$ cat config.mk
export PLATFORM = sky130hd
export DESIGN_NAME = mem_arbiter_flat
export DESIGN_NICKNAME = d
export VERILOG_FILES = /design/src/rtl/mem_arbiter_if.sv /design/src/rtl/mem_arbiter.sv /design/src/flat_wrapper.sv
export SDC_FILE = /design/constraint.sdc
export NUM_CORES = 1
export LEC_CHECK = 0
export CORE_MARGIN = 5
export CORE_UTILIZATION = 43
export CTS_BUF_LIST = sky130_fd_sc_hd__clkbuf_8
export CTS_CLUSTER_DIAMETER = 150
export DETAILED_ROUTE_END_ITERATION = 10
export GPL_TIMING_DRIVEN = 0
export PLACE_DENSITY = 0.88
export SLEW_MARGIN = 20
export SYNTH_ARGS = -nofsm -noshare
export SYNTH_HDL_FRONTEND = slang
export SYNTH_SLANG_ARGS = --single-unit
$ cat constraint.sdc
create_clock -name clk -period 2.1 [get_ports clk]
set_clock_uncertainty 0.05 [all_clocks]
set_input_delay 0.21 -clock clk [delete_from_list [all_inputs] [get_ports clk]]
set_output_delay 0.21 -clock clk [all_outputs]
set_load 0.01 [all_outputs]
$ cat src/rtl/mem_arbiter_if.sv
// Instruction/data requester ports and memory-bus port of the memory arbiter.
// Latency: none, signal bundle only.
// Backpressure: requesters hold req until they see gnt; the bus side has no stall.
interface mem_arbiter_if;
  // instruction-fetch requester
  logic        i_req;
  logic [31:0] i_addr;
  logic        i_gnt;
  logic        i_rvalid;
  logic [31:0] i_rdata;
  logic [1:0]  i_fault;
  // data requester
  logic        d_req;
  logic        d_we;
  logic [1:0]  d_unit;
  logic [31:0] d_addr;
  logic [31:0] d_wd;
  logic        d_gnt;
  logic        d_rvalid;
  logic [31:0] d_rdata;
  logic [1:0]  d_fault;
  // memory bus
  logic        m_re;
  logic        m_we;
  logic [1:0]  m_rd_unit;
  logic [1:0]  m_wd_unit;
  logic [31:0] m_addr;
  logic [31:0] m_wd;
  logic [31:0] m_rd;
  logic        m_access_fault;
  logic        m_addr_misaligned;

  // arbiter side
  modport slave (
    input  i_req, i_addr, d_req, d_we, d_unit, d_addr, d_wd,
           m_rd, m_access_fault, m_addr_misaligned,
    output i_gnt, i_rvalid, i_rdata, i_fault,
           d_gnt, d_rvalid, d_rdata, d_fault,
           m_re, m_we, m_rd_unit, m_wd_unit, m_addr, m_wd
  );

  // requester/bus-model side
  modport master (
    output i_req, i_addr, d_req, d_we, d_unit, d_addr, d_wd,
           m_rd, m_access_fault, m_addr_misaligned,
    input  i_gnt, i_rvalid, i_rdata, i_fault,
           d_gnt, d_rvalid, d_rdata, d_fault,
           m_re, m_we, m_rd_unit, m_wd_unit, m_addr, m_wd
  );
endinterface

$ cat src/rtl/mem_arbiter.sv
// Two-requester (fetch/data) arbiter onto one memory bus, data-first with anti-starvation.
// Latency: grant cycle -> bus cycle -> rvalid cycle (2 cycles grant-to-rvalid, 1 access per 3 cycles).
// Backpressure: grants only in IDLE; a requester keeps req high until granted, dropped reqs are forgotten.
module mem_arbiter #(
  parameter int unsigned STARVE_LIMIT = 4
) (
  input  logic          clk,
  input  logic          rst_n,
  mem_arbiter_if.slave  bus
);

  typedef enum logic [1:0] {IDLE = 2'd0, BUS = 2'd1, RESP = 2'd2} state_t;

  localparam logic [3:0] LIMIT     = 4'(STARVE_LIMIT);
  localparam logic [1:0] UNIT_WORD = 2'b10;

  state_t      state_q, state_d;
  logic [3:0]  starve_q, starve_d;

  // command captured at grant; src_q = 1 means data requester owns the access
  logic        src_q;
  logic        we_q;
  logic [1:0]  unit_q;
  logic [31:0] addr_q;
  logic [31:0] wd_q;

  // per-source response registers, hold their last value between responses
  logic [31:0] i_rdata_q, d_rdata_q;
  logic [1:0]  i_fault_q, d_fault_q;

  logic        i_gnt_c, d_gnt_c, force_i;

  assign force_i = bus.i_req && (starve_q >= LIMIT);

  // state register and starvation counter
  always_ff @(posedge clk) begin
    if (!rst_n) begin
      state_q  <= IDLE;
      starve_q <= 4'd0;
    end else begin
      state_q  <= state_d;
      starve_q <= starve_d;
    end
  end

  // next state: any grant starts an access, BUS and RESP always advance
  always_comb begin
    state_d = state_q;
    case (state_q)
      IDLE:    if (i_gnt_c || d_gnt_c) state_d = BUS;
      BUS:     state_d = RESP;
      RESP:    state_d = IDLE;
      default: state_d = IDLE;
    endcase
  end

  // outputs: grants in IDLE, bus drive in BUS, rvalid pulse in RESP
  always_comb begin
    i_gnt_c         = 1'b0;
    d_gnt_c         = 1'b0;
    bus.m_re        = 1'b0;
    bus.m_we        = 1'b0;
    bus.m_rd_unit   = UNIT_WORD;
    bus.m_wd_unit   = UNIT_WORD;
    bus.m_addr      = '0;
    bus.m_wd        = '0;
    bus.i_rvalid    = 1'b0;
    bus.d_rvalid    = 1'b0;
    case (state_q)
      IDLE: begin
        // gated by rst_n so nothing is accepted on a reset edge
        if (rst_n) begin
          if (force_i)         i_gnt_c = 1'b1;
          else if (bus.d_req)  d_gnt_c = 1'b1;
          else if (bus.i_req)  i_gnt_c = 1'b1;
        end
      end
      BUS: begin
        bus.m_re      = ~we_q;
        bus.m_we      = we_q;
        bus.m_rd_unit = unit_q;
        bus.m_wd_unit = unit_q;
        bus.m_addr    = addr_q;
        bus.m_wd      = wd_q;
      end
      RESP: begin
        bus.i_rvalid = ~src_q;
        bus.d_rvalid = src_q;
      end
      default: ;
    endcase
  end

  assign bus.i_gnt   = i_gnt_c;
  assign bus.d_gnt   = d_gnt_c;
  assign bus.i_rdata = i_rdata_q;
  assign bus.i_fault = i_fault_q;
  assign bus.d_rdata = d_rdata_q;
  assign bus.d_fault = d_fault_q;

  // starvation count: data wins while fetch waits bump it, everything else clears it
  always_comb begin
    starve_d = starve_q;
    if (i_gnt_c) begin
      starve_d = 4'd0;
    end else if (d_gnt_c) begin
      if (bus.i_req) starve_d = (starve_q == 4'hF) ? starve_q : starve_q + 4'd1;
      else           starve_d = 4'd0;
    end
  end

  // capture the granted command; fetches are always word reads
  always_ff @(posedge clk) begin
    if (!rst_n) begin
      src_q  <= 1'b0;
      we_q   <= 1'b0;
      unit_q <= UNIT_WORD;
      addr_q <= '0;
      wd_q   <= '0;
    end else if (d_gnt_c) begin
      src_q  <= 1'b1;
      we_q   <= bus.d_we;
      unit_q <= bus.d_unit;
      addr_q <= bus.d_addr;
      wd_q   <= bus.d_wd;
    end else if (i_gnt_c) begin
      src_q  <= 1'b0;
      we_q   <= 1'b0;
      unit_q <= UNIT_WORD;
      addr_q <= bus.i_addr;
      wd_q   <= '0;
    end
  end

  // latch bus response at the end of BUS into the owner's registers; stores read back 0
  always_ff @(posedge clk) begin
    if (!rst_n) begin
      i_rdata_q <= '0;
      i_fault_q <= 2'b00;
      d_rdata_q <= '0;
      d_fault_q <= 2'b00;
    end else if (state_q == BUS) begin
      if (src_q) begin
        d_rdata_q <= we_q ? 32'd0 : bus.m_rd;
        d_fault_q <= {bus.m_access_fault, bus.m_addr_misaligned};
      end else begin
        i_rdata_q <= bus.m_rd;
        i_fault_q <= {bus.m_access_fault, bus.m_addr_misaligned};
      end
    end
  end

endmodule

$ cat src/flat_wrapper.sv
// flat-port wrapper written by rule: the top's interface ports become plain ports
module mem_arbiter_flat 
#(
  parameter int unsigned STARVE_LIMIT = 4
)
  (clk, rst_n, bus_i_req, bus_i_addr, bus_d_req, bus_d_we, bus_d_unit, bus_d_addr, bus_d_wd, bus_m_rd, bus_m_access_fault, bus_m_addr_misaligned, bus_i_gnt, bus_i_rvalid, bus_i_rdata, bus_i_fault, bus_d_gnt, bus_d_rvalid, bus_d_rdata, bus_d_fault, bus_m_re, bus_m_we, bus_m_rd_unit, bus_m_wd_unit, bus_m_addr, bus_m_wd);
  mem_arbiter_if bus_i ();
  input  logic clk;
  input  logic rst_n;
  input wire logic [$bits(bus_i.i_req)-1:0] bus_i_req;
  input wire logic [$bits(bus_i.i_addr)-1:0] bus_i_addr;
  input wire logic [$bits(bus_i.d_req)-1:0] bus_d_req;
  input wire logic [$bits(bus_i.d_we)-1:0] bus_d_we;
  input wire logic [$bits(bus_i.d_unit)-1:0] bus_d_unit;
  input wire logic [$bits(bus_i.d_addr)-1:0] bus_d_addr;
  input wire logic [$bits(bus_i.d_wd)-1:0] bus_d_wd;
  input wire logic [$bits(bus_i.m_rd)-1:0] bus_m_rd;
  input wire logic [$bits(bus_i.m_access_fault)-1:0] bus_m_access_fault;
  input wire logic [$bits(bus_i.m_addr_misaligned)-1:0] bus_m_addr_misaligned;
  output wire logic [$bits(bus_i.i_gnt)-1:0] bus_i_gnt;
  output wire logic [$bits(bus_i.i_rvalid)-1:0] bus_i_rvalid;
  output wire logic [$bits(bus_i.i_rdata)-1:0] bus_i_rdata;
  output wire logic [$bits(bus_i.i_fault)-1:0] bus_i_fault;
  output wire logic [$bits(bus_i.d_gnt)-1:0] bus_d_gnt;
  output wire logic [$bits(bus_i.d_rvalid)-1:0] bus_d_rvalid;
  output wire logic [$bits(bus_i.d_rdata)-1:0] bus_d_rdata;
  output wire logic [$bits(bus_i.d_fault)-1:0] bus_d_fault;
  output wire logic [$bits(bus_i.m_re)-1:0] bus_m_re;
  output wire logic [$bits(bus_i.m_we)-1:0] bus_m_we;
  output wire logic [$bits(bus_i.m_rd_unit)-1:0] bus_m_rd_unit;
  output wire logic [$bits(bus_i.m_wd_unit)-1:0] bus_m_wd_unit;
  output wire logic [$bits(bus_i.m_addr)-1:0] bus_m_addr;
  output wire logic [$bits(bus_i.m_wd)-1:0] bus_m_wd;
  assign bus_i.i_req = bus_i_req;
  assign bus_i.i_addr = bus_i_addr;
  assign bus_i.d_req = bus_d_req;
  assign bus_i.d_we = bus_d_we;
  assign bus_i.d_unit = bus_d_unit;
  assign bus_i.d_addr = bus_d_addr;
  assign bus_i.d_wd = bus_d_wd;
  assign bus_i.m_rd = bus_m_rd;
  assign bus_i.m_access_fault = bus_m_access_fault;
  assign bus_i.m_addr_misaligned = bus_m_addr_misaligned;
  assign bus_i_gnt = bus_i.i_gnt;
  assign bus_i_rvalid = bus_i.i_rvalid;
  assign bus_i_rdata = bus_i.i_rdata;
  assign bus_i_fault = bus_i.i_fault;
  assign bus_d_gnt = bus_i.d_gnt;
  assign bus_d_rvalid = bus_i.d_rvalid;
  assign bus_d_rdata = bus_i.d_rdata;
  assign bus_d_fault = bus_i.d_fault;
  assign bus_m_re = bus_i.m_re;
  assign bus_m_we = bus_i.m_we;
  assign bus_m_rd_unit = bus_i.m_rd_unit;
  assign bus_m_wd_unit = bus_i.m_wd_unit;
  assign bus_m_addr = bus_i.m_addr;
  assign bus_m_wd = bus_i.m_wd;
  mem_arbiter #(.STARVE_LIMIT(STARVE_LIMIT)) u_core (.clk(clk), .rst_n(rst_n), .bus(bus_i));
endmodule
# Yosys cells after proc, flatten, opt, wreduce, memory -nomap -nowiden
# Cells that the tools add are included.
# classes
magnitude_cmp	1
mul	0
n_reduce_logical	8
shift	0
eq_ne	5
bitwise_logic	3
add_sub_neg	1
div_mod_pow	0
n_mux	30
# ops
operator	count
$mux W32	7
$mux W1	16
$mux W2	4
$mux W4	2
$reduce_and A2 Y1	3
$add A4 B1 Y4 const B	1
$eq A4 B4 Y1 const B	1
$ge A4 B3 Y1 const B	1
$pmux W2 S2	1
$not A1 Y1	3
$eq A2 B1 Y1 const B	1
$eq A2 B2 Y1 const B	1
$logic_not A2 Y1	1
$ne A2 B1 Y1 const B	1
$ne A2 B2 Y1 const B	1
$reduce_bool A2 Y1	1
$reduce_or A2 Y1	1
$logic_and A1 B1 Y1	1
$logic_or A1 B1 Y1	1
# totals
ff_bits	142
out_inout_bits	142
memories	0
latch_bits	0
mem_bits_ro	0
mem_bits_rw	0

# Depth between registers and ports, before layout
# Gate-level depths: netlist (run 1).
# logic_depth
ltp_word	8
ltp_mapped	7
ltp_nobuf	4

# Worst setup path before layout (run 1)
# OpenSTA, ideal clock, no wires.
# synth_path
path_type	register to register
start	reg u_core.state_q[0]
end	reg u_core.starve_q[0]
stages_incl_launch_ff	8
path_slack_ps	428
synth_period_minus_slack_ps	1672
arrival_time_ps	1497
cell_sequence	dfxtp_1 > buf_2 > or3b_4 > buf_6 > buf_6 > buf_2 > o31ai_1 > a21oi_1
# synth_between
elab_chain_len	3
elab_cells_between_ends	5
# synth_lines
item	line_no	text
from (decl)	mem_arbiter.sv:17	state_t state_q, state_d;
from (signal assigned)	mem_arbiter.sv:41	state_q <= state_d;
$logic_not A2 Y1 *	mem_arbiter.sv:69	case (state_q)
$mux W1	mem_arbiter.sv:69	
$reduce_and A2 Y1 (no line) or $reduce_or A2 Y1 (tied branches)	n/a	
to (signal assigned)	mem_arbiter.sv:42	starve_q <= starve_d;
to (decl)	mem_arbiter.sv:18	logic [3:0] starve_q, starve_d;
# Mark *: on every way between the ends. The rest lies on a longest branch, timed or not.
# A chain may end at the register's enable or synchronous reset.

# Final worst setup path (run 1)
# layout_path
start	in bus_i_req
end	reg u_core.addr_q[11]
# layout_between
elab_chain_len	6
elab_cells_between_ends	11
# layout_lines
item	line_no	text
from (decl)	flat_wrapper.sv:10	input wire logic [$bits(bus_i.i_req)-1:0] bus_i_req;
$mux W1	mem_arbiter.sv:75	else if (bus.i_req) i_gnt_c = 1'b1;
$mux W1	mem_arbiter.sv:74	else if (bus.d_req) d_gnt_c = 1'b1;
$mux W1	mem_arbiter.sv:73	if (force_i) i_gnt_c = 1'b1;
$mux W1	mem_arbiter.sv:72	if (rst_n) begin
$mux W1	mem_arbiter.sv:69	
$reduce_bool A2 Y1 (no line)	n/a	
to (signal assigned)	mem_arbiter.sv:124	addr_q <= bus.d_addr;
to (signal assigned)	mem_arbiter.sv:130	addr_q <= bus.i_addr;
to (decl)	mem_arbiter.sv:24	logic [31:0] addr_q;
# Several ways; a longest one is shown, not always the timed one.

==> results.md, run 1 <==
* Status: finished, final reports clean
* Rows at 43
* HPWL after DPL at 16.79 mm
* Critical Path Start Type: input pin
* Initial DRT Pass Iterations at 6
* Nets at 1182
* Core Region at 13990 sq um
* Clk pin slew, worst setup/hold paths at 90 ps
* All-Layer GR Usage at 0.2611
* Inserted Diodes at 0
* Die height at 130.0 um
* Fmax at 0.4832 GHz
* Max clock buf depth at 2
* CTS tree: built
* Unrepaired setup endpoints after global routing: yes
* FF+latch area at 2850 sq um
* CP Cell Sequence: clkdlybuf4s50_1 > buf_2 > o21a_1 > nor3_4 > buf_4 > buf_4 > buf_2 > a2111oi_0
* DR WL/cell at 18.51 um
* Yosys reg bits at 142
* Final period util at 0.9855
* R2R setup slack at 110 ps
* Root Driver: clkbuf_8
* Final worst slack at 30.45 ps
* Leak pwr at 0.003727 uW
* Pins over their slew limit at 0
* Slew margin rel. at 0.5067
* Final WL at 22.89 mm
* Setup CP Type: input pin to register
* Skew-Pair Late Insertion Delay at 440 ps
* Syn_nets at 874
* H-tree levels at 4
* First-pass GRT wire length at 34.76 mm
* Max FO, Critical Path at 10
* Critical path origin: bus_i_req
* Hold violation count in the final report at 0
* Sequential element share of the synthesized area at 0.4588
* IR drop worst, VDD at 0.0005256 V
* Vias in the first global route at 6528
* Vias at 6726
* Final non-filler cell total at 1237
* Worst slew pin tran at 739.9 ps
* Setup crit end kind: register
* Num ports at 279
* Yosys warns at 0
* Initial Utilization at 0.4429
* Multi-input combinational cell area at 2955 sq um
* Post-Syn Instances at 736
* Post-synth ARST share at 0
* Worst setup endpoint: u_core.addr_q[11]
* Routed Antenna Nets at 0
* Synth Flop Type: dfxtp_1
* Vias/cell at 5.437
* DR WL met3 at 1.649 mm
* Tot Pwr at 6449 uW
* Area growth, synth to finish at 55.21%
* Antenna violations before repair at 0
* Pin count of the biggest net entering global routing at 17
* GP Congestion at 0.9096
* GRT overflow at 0
* CP required at 2340 ps
* EDFF count, synth at 0
* Pre-CTS setup slack at -814.2 ps
* Mean Syn Cell Area at 8.418 sq um
* Met1 WL at 9.324 mm
* Met2 wire length at 11.26 mm
* DIE AREA at 16910 sq um
* Worst r2r src: u_core.state_q[0]
* Reg2reg end: u_core.addr_q[22]
* Port Buffers at 277
* Max-cap violations at 0
* CTS Sinks at 142
* PD cells at 670.7 nW/um^2
* Worst Reg-to-Reg Cells at 6
* TritonCTS buffer count at 17
* HP Class: input pin to register
* Placed Cells at 1193
* Distinct cells, synth at 37
* Slowest stage delay, CP at 560 ps
* Max layer used: met4
* Fill cell count at 1170
* Cell with the largest stage delay on the worst path: a2111oi_0
* # setup viols final at 0
* Share of cells above drive strength 1 at 0.1457
* Drt drc at 0
* Period minus WS final at 2070 ps
* Hold-fix buffers, CTS at 0
* Die X at 130.0 um
* Mapped Area at 6196 sq um
* CP arrival at 2310 ps
* DRT iter0 DRCs at 551
[synth_stat cells (14+ instances only)]
cell | instances | area share
a2111oi_0 | 60 | 0.085
a21oi_1 | 125 | 0.10
a22o_1 | 14 | 0.020
and2_1 | 67 | 0.068
buf_2 | 16 | 0.013
clkbuf_1 | 54 | 0.033
dfxtp_1 | 142 | 0.46
inv_1 | 36 | 0.022
nand2_1 | 104 | 0.063
nand3_1 | 20 | 0.016
nand3b_1 | 33 | 0.040
o21ai_0 | 22 | 0.018
[worst max-delay path, delay by kind of cell]
family	cells	cell delay (ps)
compound gates	2	860
simple gates	1	80
buf+inv	5	1160
[registers in the layout, summed over array words and instances, names as in the netlist, 4 cells and up]
name and flops:
u_core.starve_q 4, u_core.wd_q 32, u_core.bus.i_rdata 32, u_core.bus.d_rdata 32, u_core.addr_q 32
[logic make-up after synthesis]
| group | synth area share |
|---|---|
| AO/OA/AOI/OAI | 0.2419 |
| adder cells (fa/ha/maj) | 0.002019 |
| buffers and inverters | 0.07896 |
| flip-flops | 0.4588 |
| AND/OR/NAND/NOR | 0.2183 |
[where the power goes]
part / internal (uW) / total [uW] / switching, uW
combinational: 630 / 1250 / 617
sequential: 2860 / 2950 / 94.2
clock: 1110 / 2250 / 1140
total: 4600 / 6450 / 1850
[worst min path at each step]
stage / from / endpoint / cells after the start
2_1_floorplan: rst_n / u_core.unit_q[1] / 1
3_3_place_gp: u_core.bus.d_rdata[18] / u_core.bus.d_rdata[18] / 2
3_5_place_dp: u_core.bus.d_rdata[31] / u_core.bus.d_rdata[31] / 2
4_1_cts: bus_d_addr[8] / u_core.addr_q[8] / 3
5_1_grt: bus_d_wd[16] / u_core.wd_q[16] / 3
6_report: bus_d_wd[30] / u_core.wd_q[30] / 3
[stage by stage]
step	hold slack [ps]	utilization	setup TNS [ps]	cell area [sq um]
2_1_floorplan	236.2	-	0	6196
3_3_place_gp	387.7	0.6572	-34110	9194
3_5_place_dp	393.4	0.6572	-36320	9194
4_1_cts	243.4	0.6932	-326.6	9697
5_1_grt	245.5	0.6875	-266.6	9617
6_report	264.2	0.6875	0	9617
[layout by cell type (no fill, tap or decap), types with 10 or more instances in the layout]
cell type,instances
buf_2,21
clkbuf_8,20
dlygate4sd2_1,28
a2111oi_2,10
nand2_1,104
clkbuf_2,37
inv_1,36
and2_1,62
o21ai_0,22
dfxtp_1,138
buf_4,21
a21oi_1,125
a2111oi_0,49
clkdlybuf4s50_1,203
clkbuf_1,42
nand3_1,20
a22o_1,14
nand3b_1,33
[layout make-up]
| type | instances | share of cell area |
|---|---|---|
| Clock inverter | 14 | 0.01639 |
| Clock buffer | 18 | 0.02576 |
| Timing Repair Buffer | 293 | 0.2778 |
| Sequential cell | 142 | 0.2964 |
| Tap cell | 180 | 0.02342 |
| Multi-Input combinational cell | 481 | 0.3073 |
| Buffer | 73 | 0.03890 |
| Inverter | 36 | 0.01405 |
[per-layer routing]
metal  global-route usage  up-vias
met5                    0        -
met4              0.08741        0
met3              0.08064       52
met2               0.4303      280
met1               0.3257     3188
li1                     -     3206
[timing repair]
action                                  CTS  global route
pin swaps                                 3             2
endpoints found under the setup margin   74            90
gates resized for setup                 157            89
buffers inserted                         15             1
No activity file was read; power rests on OpenSTA's default activity.
==> run 2: changes to the inputs <==
--- a/config.mk
+++ b/config.mk
@@ -12,6 +12,7 @@
 export DETAILED_ROUTE_END_ITERATION = 10
 export GPL_TIMING_DRIVEN = 0
 export PLACE_DENSITY = 0.88
+export SKIP_LAST_GASP = 1
 export SLEW_MARGIN = 20
 export SYNTH_ARGS = -nofsm -noshare
 export SYNTH_HDL_FRONTEND = slang
==> results.md, run 2 (synthesis results as in run 1) <==
* Routed Antenna Nets at 0 (unchanged)
* DIE AREA at 16910 sq um (unchanged)
* Final WL at 22.96 mm (was 22.89 mm)
* Commonest non-fill, non-tap cell in the layout: clkdlybuf4s50_1 (unchanged)
* Final worst slack at 43.23 ps (was 30.45 ps)
* First-pass GRT wire length at 34.77 mm (was 34.76 mm)
* Vias at 6763 (was 6726)
* Clk pin slew, worst setup/hold paths at 80 ps (was 90 ps)
* Pin count of the biggest net entering global routing at 17 (unchanged)
* Hold violation count in the final report at 0 (unchanged)
* Switch Pwr at 1859 uW (was 1852 uW)
* DRT iter0 DRCs at 544 (was 551)
* Initial DRT Pass Iterations at 7 (was 6)
* Most frequent cells in the layout: clkdlybuf4s50_1 (203), dfxtp_1 (138), a21oi_1 (125) (unchanged)
* Setup TNS at 0 ps (unchanged)
* Root Driver: clkbuf_8 (unchanged)
* GRT overflow at 0 (unchanged)
* Hold-fix buffers, CTS at 0 (unchanged)
* CP arrival at 1800 ps (was 2310 ps)
* Die X at 130.0 um (unchanged)
* Skew-Pair Late Insertion Delay at 440 ps (about the same)
* Initial Utilization at 0.4429 (unchanged)
* Unrepaired setup endpoints after global routing: yes (unchanged)
* HP Class: input pin to register (unchanged)
* CP required at 1840 ps (was 2340 ps)
* TritonCTS buffer count at 17 (unchanged)
* GP Congestion at 0.9096 (unchanged)
* H-tree levels at 4 (unchanged)
* PD cells at 666.0 nW/um^2 (was 670.7 nW/um^2)
* Fill cell count at 1164 (was 1170)
* Vias/cell at 5.454 (was 5.437)
* Clk pwr share at 0.349 (about the same)
* Worst slew pin tran at 711.5 ps (was 739.9 ps)
* Max-cap violations at 0 (unchanged)
* Setup crit end kind: output port (was register)
* Switching share of power at 0.2874 (was 0.2871)
* Num ports at 279 (unchanged)
* Period minus WS final at 2057 ps (was 2070 ps)
* Critical Path Start Type: register (was input pin)
* Tot Pwr at 6468 uW (was 6449 uW)
* Drt drc at 0 (unchanged)
* Max clock buf depth at 2 (unchanged)
* Slew margin rel. at 0.5257 (was 0.5067)
* Pre-CTS setup slack at -814.2 ps (unchanged)
* Leak pwr at 0.003895 uW (was 0.003727 uW)
* Fmax at 0.4862 GHz (was 0.4832 GHz)
* Cell with the largest stage delay on the worst path: dfxtp_4 (was a2111oi_0)
* Max FO, Critical Path at 5 (was 10)
* Fin area at 9711 sq um (was 9617 sq um)
* IR drop worst, VDD at 0.0005211 V (was 0.0005256 V)
* Cell mode on critical path: buf_6
* Flop pwr share at 0.456 (was 0.458)
* Core Region at 13990 sq um (unchanged)
* CP Cell Sequence: buf_6 > or3b_4 > buf_6 > nor3_4 > buf_6 > buf_6 (was clkdlybuf4s50_1 > buf_2 > o21a_1 > nor3_4 > buf_4 > buf_4 > buf_2 > a2111oi_0)
* Antenna violations before repair at 0 (unchanged)
* Internal power at 4609 uW (was 4598 uW)
* HPWL after DPL at 16.79 mm (unchanged)
* Slowest stage delay, CP at 370 ps (was 560 ps)
* Area growth, synth to finish at 56.72% (was 55.21%)
* DR WL/cell at 18.52 um (was 18.51 um)
* Pins over their slew limit at 0 (unchanged)
* Rows at 43 (unchanged)
* Hold-critical path depth at 3 (unchanged)
* Setup CP Type: register to output port (was input pin to register)
* Inserted Diodes at 0 (unchanged)
* Vias in the first global route at 6542 (was 6528)
* Nets at 1185 (was 1182)
* All-Layer GR Usage at 0.2612 (was 0.2611)
* Status: finished, final reports clean (unchanged)
* CTS tree: built (unchanged)
* Final Util at 0.6942 (was 0.6875)
* Comb pwr share at 0.195 (was 0.193)
* Die height at 130.0 um (unchanged)
* Post-placement cell area at 9194 sq um (unchanged)
* Share of cells above drive strength 1 at 0.1396 (was 0.1457)
* Final period util at 0.9794 (was 0.9855)
* Port Buffers at 277 (unchanged)
* # setup viols final at 0 (unchanged)
* Worst Reg-to-Reg Cells at 6 (unchanged)
* CTS Sinks at 142 (unchanged)
-- run 2: final cells by class --
| class | count | area (sq um) | area share |
|---|---|---|---|
| Tap cell | 180 | 225.2 | 0.02319 |
| Clock buffer | 18 | 247.7 | 0.02551 |
| Timing Repair Buffer | 296 | 2771 | 0.2854 |
| Multi-Input combinational cell | 481 | 2945 | 0.3033 |
| Buffer | 73 | 375.4 | 0.03865 |
| Inverter | 36 | 135.1 | 0.01392 |
| Clock inverter | 14 | 157.7 | 0.01624 |
| Sequential cell | 142 | 2853 | 0.2938 |
-- run 2: timing repair --
action | in CTS | in global routing
pin swaps | 3 | 2
endpoints found under the setup margin | 74 | 103
setup buffers | 15 | 4
cloned | 0 | 0
resized for setup | 138 | 95
-- run 2: per-layer routing --
| metal | track usage | vias up | wire (um) |
|---|---|---|---|
| li1 | - | 3218 | - |
| met1 | 0.3252 | 3177 | 9115 |
| met2 | 0.4300 | 306 | 11280 |
| met3 | 0.08064 | 62 | 1871 |
| met4 | 0.08985 | 0 | 698 |
| met5 | 0 | - | 0 |
-- run 2: path summary, 6_finish.rpt --
kind	from	to	slack, ps
hold reg to reg	u_core.bus.d_rdata[31]	u_core.bus.d_rdata[31]	400
setup / recovery	u_core.state_q[0]	bus_d_gnt	40
hold / removal	bus_d_wd[30]	u_core.wd_q[30]	260
setup reg to reg	u_core.state_q[0]	u_core.addr_q[17]	60
-- run 2: worst max-delay path, delay by kind of cell, from the launching register on --
kind	cells	cell delay [ps]
buffers and inverters	4	480
flip-flops	1	370
AND/OR/NAND/NOR	2	500
-- run 2: power by group through the flow --
| stage | clock network (uW) | registers [uW] | logic [uW] |
|---|---|---|---|
| floorplan | 0 | 3010 | 519 |
| global placement | 0 | 2990 | 1180 |
| detailed placement | 0 | 3000 | 1200 |
| CTS | 2280 | 2950 | 1240 |
| global route | 2420 | 2970 | 1360 |
| finish | 2260 | 2950 | 1260 |
-- run 2: stage by stage --
step                hold WS, ps  instances
floorplan                 236.2        736
global placement          387.7       1193
detailed placement        393.4       1193
CTS                       243.4       1238
global route              245.5       1240
finish                    264.6       1240
